### src/rtl/three_dee_frame_loader.sv
// three_dee_frame_loader: packs a byte stream row-major into a staging
// array and hands completed frames to a registered 2-D output array A.
// The staging array keeps filling while the previous frame is held on A,
// until the consumer acknowledges it.
//
// Ports:
//   CLK       clock, all state on rising edge
//   RST       asynchronous active-high reset
//   IN_DATA   element to load            IN_VALID  IN_DATA valid
//   IN_READY  loader accepts IN_DATA this cycle (combinational)
//   ABORT     discard the partially filled staging frame
//   A         presented frame [W-1:0] x [0:ROWS-1][0:COLS-1], registered
//   A_VALID   A holds an unacknowledged frame
//   A_ACK     consumer takes the frame on A
//   FRAME_CNT frames moved to A, wraps modulo 2^CNTW
module three_dee_frame_loader #(
  parameter int unsigned W    = 8,
  parameter int unsigned ROWS = 3,
  parameter int unsigned COLS = 4,
  parameter int unsigned CNTW = 8
) (
  input  logic            CLK,
  input  logic            RST,
  input  logic [W-1:0]    IN_DATA,
  input  logic            IN_VALID,
  output logic            IN_READY,
  input  logic            ABORT,
  output logic [W-1:0]    A [0:ROWS-1][0:COLS-1],
  output logic            A_VALID,
  input  logic            A_ACK,
  output logic [CNTW-1:0] FRAME_CNT
);

  localparam int unsigned ROW_W = (ROWS > 1) ? $clog2(ROWS) : 1;
  localparam int unsigned COL_W = (COLS > 1) ? $clog2(COLS) : 1;

  localparam logic [0:0] ST_FILL = 1'b0;
  localparam logic [0:0] ST_FULL = 1'b1;

  logic [0:0]       state_q, state_d;
  logic [ROW_W-1:0] row_q, row_d;
  logic [COL_W-1:0] col_q, col_d;
  logic [W-1:0]     staging_q [0:ROWS-1][0:COLS-1];
  logic [W-1:0]     staging_d [0:ROWS-1][0:COLS-1];
  logic [W-1:0]     a_q       [0:ROWS-1][0:COLS-1];
  logic [W-1:0]     a_d       [0:ROWS-1][0:COLS-1];
  logic             a_valid_q, a_valid_d;
  logic [CNTW-1:0]  cnt_q, cnt_d;

  logic accept;
  logic slot_free;
  logic xfer;

  // Ready is combinational so a byte can be taken in the same cycle it is offered.
  assign IN_READY  = (state_q == ST_FILL) && !ABORT && !RST;
  assign accept    = IN_VALID && IN_READY;
  assign slot_free = !a_valid_q || A_ACK;
  assign xfer      = (state_q == ST_FULL) && slot_free;

  assign A         = a_q;
  assign A_VALID   = a_valid_q;
  assign FRAME_CNT = cnt_q;

  // Next-state logic: fill staging, then move it to A when the slot frees.
  always_comb begin
    state_d   = state_q;
    row_d     = row_q;
    col_d     = col_q;
    staging_d = staging_q;
    a_d       = a_q;
    a_valid_d = a_valid_q;
    cnt_d     = cnt_q;

    case (state_q)
      ST_FILL: begin
        if (ABORT) begin
          // Staging contents stay; they are overwritten by the next frame.
          row_d = '0;
          col_d = '0;
        end else if (accept) begin
          staging_d[row_q][col_q] = IN_DATA;
          if (col_q == COL_W'(COLS - 1)) begin
            col_d = '0;
            if (row_q == ROW_W'(ROWS - 1)) begin
              row_d   = '0;
              state_d = ST_FULL;
            end else begin
              row_d = row_q + ROW_W'(1);
            end
          end else begin
            col_d = col_q + COL_W'(1);
          end
        end
      end
      ST_FULL: begin
        if (slot_free) begin
          a_d     = staging_q;
          cnt_d   = cnt_q + CNTW'(1);
          state_d = ST_FILL;
        end
      end
      default: state_d = ST_FILL;
    endcase

    // A transfer on the same edge as an ack keeps A_VALID high (no bubble).
    if (xfer) begin
      a_valid_d = 1'b1;
    end else if (a_valid_q && A_ACK) begin
      a_valid_d = 1'b0;
    end
  end

  // State registers with asynchronous reset.
  always_ff @(posedge CLK or posedge RST) begin
    if (RST) begin
      state_q   <= ST_FILL;
      row_q     <= '0;
      col_q     <= '0;
      a_valid_q <= 1'b0;
      cnt_q     <= '0;
      for (int r = 0; r < int'(ROWS); r++) begin
        for (int c = 0; c < int'(COLS); c++) begin
          staging_q[r][c] <= '0;
          a_q[r][c]       <= '0;
        end
      end
    end else begin
      state_q   <= state_d;
      row_q     <= row_d;
      col_q     <= col_d;
      a_valid_q <= a_valid_d;
      cnt_q     <= cnt_d;
      staging_q <= staging_d;
      a_q       <= a_d;
    end
  end

endmodule

### config.mk
export PLATFORM = sky130hd
export DESIGN_NAME = three_dee_frame_loader
export DESIGN_NICKNAME = d
export VERILOG_FILES = /design/src/rtl/three_dee_frame_loader.sv
export SDC_FILE = /design/constraint.sdc
export NUM_CORES = 1
export LEC_CHECK = 0
export ABC_AREA = 1
export CAP_MARGIN = 20
export CORE_MARGIN = 1
export CORE_UTILIZATION = 40
export CTS_CLUSTER_SIZE = 24
export DETAILED_ROUTE_END_ITERATION = 10
export GPL_ROUTABILITY_DRIVEN = 0
export SLEW_MARGIN = 20
export SYNTH_ARGS = -nofsm -noshare
export SYNTH_HDL_FRONTEND = slang
export SYNTH_SLANG_ARGS = --single-unit
export TNS_END_PERCENT = 30
### constraint.sdc
create_clock -name CLK -period 15.28 [get_ports CLK]
set_clock_uncertainty 0.1 [all_clocks]
set_input_delay 3.056 -clock CLK [delete_from_list [all_inputs] [get_ports CLK]]
set_output_delay 3.056 -clock CLK [all_outputs]
set_load 0.02 [all_outputs]
==> impl_summary.log <==
INFO  metric cp_max_fo = 2
INFO  metric synthesis.yosys.warnings = 0
INFO  metric via_count = 5577
INFO  metric internal_power = 0.978 mW
INFO  metric fp.dieW = 144 um
INFO  metric setup.worst_path.end_class = output port
INFO  metric headroom_to_the_max_slew_limit = 40.0%
INFO  metric setup_violations_final = 0
INFO  metric design.core.area = 19700 sq um
INFO  metric total_power = 1.28 mW
INFO  metric postCtsHoldBufs = 0
INFO  metric root_buffer_cell = sky130_fd_sc_hd__clkbuf_16
INFO  metric ioPinCount = 119
INFO  metric async_set_or_reset_register_ratio_after_synthesis = 100%
INFO  metric grt_pass1_vias = 5373
INFO  metric fraction_of_synthesized_cell_area_taken_by_the_top_area_cell_type = 63.7%
INFO  metric setup_ws = 7520 ps
INFO  metric yosysTopAreaCell = sky130_fd_sc_hd__dfrtp_1
INFO  metric syn-cell-area = 8100 sq um
INFO  metric grt.met2_usage = 27.5%
INFO  metric slew_violations = 0
INFO  metric syn-mean-instance-area = 9.69 sq um
INFO  metric grt_busiest_layer = met2
INFO  metric final_hold_viol_count = 0
INFO  metric starting_utilization_of_the_core_area = 41.2%
INFO  metric finalSetupTns = 0 ps
INFO  metric layout_worst_path_cycle_share = 50.8%
INFO  metric wl_per_cell = 14.3 um
INFO  metric required = 12120 ps
INFO  metric grt_first_pass_wirelength = 28400 um
INFO  metric globalRoute.totalOverflow = 0
INFO  metric sequential_share_of_the_synthesized_area = 63.7%
INFO  metric cts_tree = yes
INFO  metric dp.final_hpwl = 10800 um
INFO  metric chipHeight = 144 um
INFO  metric powerDensity = 126 nW/um^2
INFO  metric synth_ff_type = sky130_fd_sc_hd__dfrtp_1
INFO  metric syn2layout_area_growth = 25.3%
INFO  metric dr.pass1.iters = 4
INFO  metric postCtsResizedCells = 0
INFO  metric yosysMostFrequentCell = sky130_fd_sc_hd__nand2_1
INFO  metric pwr-share-seq = 48.2%
INFO  metric synthCells = 835
INFO  metric dr_drc_count = 0
INFO  metric status = completed
INFO  metric p_comb_share = 10.1%
INFO  metric maxClockFrequency = 129 MHz
INFO  metric vdd_drop_max = 0.0000709 V
INFO  metric crit_path_time_final = 7760 ps
INFO  metric floorplan_row_count = 51
INFO  metric io_buffer_count = 118
INFO  metric dieArea = 20800 sq um
INFO  metric power.clock.fraction = 41.7%
INFO  metric final_layout_size_suffix_gt1_share = 5.47%
INFO  metric grt.met3_usage = 3.61%
INFO  metric worst_skew_pair.late_latency = 490 ps
INFO  metric yosys_reg_bits = 206
INFO  metric yosys.cell_types.count = 21
INFO  metric viasPerCell = 4.59
INFO  metric cp.arrival = 4610 ps
INFO  metric cts-buffers-inserted = 22
INFO  metric grt_start_max_net_pins = 126
INFO  metric worstMarginPinSlew = 897 ps
INFO  metric p_leak = 4.93 nW
INFO  metric rsz_0062_raised_after_global_routing = no
INFO  metric nNetsFinal = 956
INFO  metric layout.filler_cells = 1842
INFO  metric power_switching_share = 23.6%
INFO  metric insertedDiodeCount = 0
INFO  metric clock-sinks = 206
INFO  metric clock_tree.htree_level_count = 1
INFO  metric detailedPlace.worstSlack = 7530 ps
INFO  metric initial_antenna_violation_count = 0
INFO  metric detail-route-antenna-nets = 0
INFO  metric maxCapViolCount = 0
INFO  metric routed_wirelength = 17400 um
INFO  metric netSwitchingPower = 0.302 mW
INFO  metric grt.total_usage = 17.6%
INFO  metric postCtsSetupBuffers = 0
INFO  metric drt_initial_violations = 306
INFO  metric clkSlewWorstSetupHoldPaths = 60 ps
INFO  metric criticalPathCategory = input port to output port
INFO  metric grt_use_met1 = 25.3%
INFO  metric yosys-top-cells-area = sky130_fd_sc_hd__dfrtp_1 (64%), sky130_fd_sc_hd__nand2_1 (11%), sky130_fd_sc_hd__o21ai_0 (11%)
INFO  metric clock_tree.buffer_depth = 3
INFO  metric synth_enable_flop_cells = 0
INFO  metric critical_path.startpoint_type = input port
INFO  metric syn-num-nets = 853
INFO  metric min-delay-path-class = flip-flop to flip-flop
INFO  metric synth_common_cells = sky130_fd_sc_hd__nand2_1 (238), sky130_fd_sc_hd__dfrtp_1 (206), sky130_fd_sc_hd__o21ai_0 (176)
## per-layer routing
metal / share of wire, % / routed length, um
met4: 1.1 / 187
met3: 5.5 / 955
met5: 0 / 0
met1: 49 / 8480
met2: 45 / 7750
## critical path, stage by stage
cell and delay [ps]:
sky130_fd_sc_hd__clkdlybuf4s50_1 570, sky130_fd_sc_hd__nor3_1 280, sky130_fd_sc_hd__clkdlybuf4s50_1 690
## power groups by stage
stage	clock network [mW]	registers, mW	logic, mW
2_1_floorplan	0	0.640	0.0597
3_3_place_gp	0	0.626	0.127
3_5_place_dp	0	0.627	0.131
4_1_cts	0.550	0.617	0.132
5_1_grt	0.575	0.622	0.147
6_report	0.534	0.617	0.129
## cells in the final DEF, fill, tap and decap left out
cell	synthesis	layout
sky130_fd_sc_hd__nand2_1	238	237
sky130_fd_sc_hd__dfrtp_1	206	206
sky130_fd_sc_hd__o21ai_0	176	176
sky130_fd_sc_hd__clkdlybuf4s50_1	0	118
sky130_fd_sc_hd__inv_1	113	112
sky130_fd_sc_hd__clkbuf_16	0	23
sky130_fd_sc_hd__o21ai_1	17	17
sky130_fd_sc_hd__nor2_8	8	8
sky130_fd_sc_hd__nand3_1	7	7
sky130_fd_sc_hd__nor2_1	5	5
sky130_fd_sc_hd__nor2_2	5	5
sky130_fd_sc_hd__ha_1	5	5
sky130_fd_sc_hd__clkbuf_8	0	5
sky130_fd_sc_hd__nand4_1	4	4
sky130_fd_sc_hd__clkbuf_1	16	4
sky130_fd_sc_hd__xnor2_1	3	3
sky130_fd_sc_hd__clkinv_2	0	3
sky130_fd_sc_hd__nor3_1	2	2
sky130_fd_sc_hd__bufinv_16	0	2
sky130_fd_sc_hd__nand2_4	0	1
sky130_fd_sc_hd__inv_8	0	1
sky130_fd_sc_hd__nand3_4	1	1
sky130_fd_sc_hd__o22ai_1	1	1
sky130_fd_sc_hd__a21oi_1	1	1
sky130_fd_sc_hd__xor2_1	1	1
sky130_fd_sc_hd__buf_12	0	1
sky130_fd_sc_hd__buf_6	8	1
sky130_fd_sc_hd__buf_4	0	1
## final timing paths
path | start | to | slack [ps] | depth (start not counted)
setup / recovery | RST | IN_READY | 7520 | 3
hold reg to reg | A[24] | A[24] | 380 | 2
min in group asynchronous | RST | state_q | 3140 | 2
max in group asynchronous | RST | staging_q[24] | 10610 | 4
hold / removal | A[24] | A[24] | 380 | 2
setup reg to reg | A_VALID | FRAME_CNT[3] | 12900 | 5
## sequential cells by signal, summed over array words and instances (netlist names)
signal	flops
col_q	2
staging_q	96
FRAME_CNT	8
A	96
A_VALID	1
state_q	1
row_q	2
## metrics by stage
step,utilization [%],hold WS (ps),cell area [sq um],instances
after global routing,51.6,408,10100,1216
after global placement,47.8,364,9390,1178
after detailed placement,47.9,372,9410,1179
after floorplan,-,383,8100,835
after CTS,51.6,387,10100,1216
final,51.6,381,10100,1216
## final cells by class
class                   instances  area (sq um)  area share [%]
clock buffers                  32           659            6.50
clock inverters                 5          75.1           0.740
inverters                     113           432            4.25
multi-input cells             474          2270            22.4
flip-flops and latches        206          5150            50.8
well taps                     265           332            3.27
repair buffers                121          1220            12.0
## cells by family (layout without fill, tap and decap cells)
group	Yosys count	after routing	share of synthesized area (%)
buffers and inverters	155	271	8.33
DFF	206	206	63.7
adders and majority gates	5	5	0.773
xor gates and xnor gates	4	4	0.433
and+or+nand+nor	270	270	14.7
AOI/OAI and AO/OA	195	195	12.1
Power figures use the tool's default switching activity.
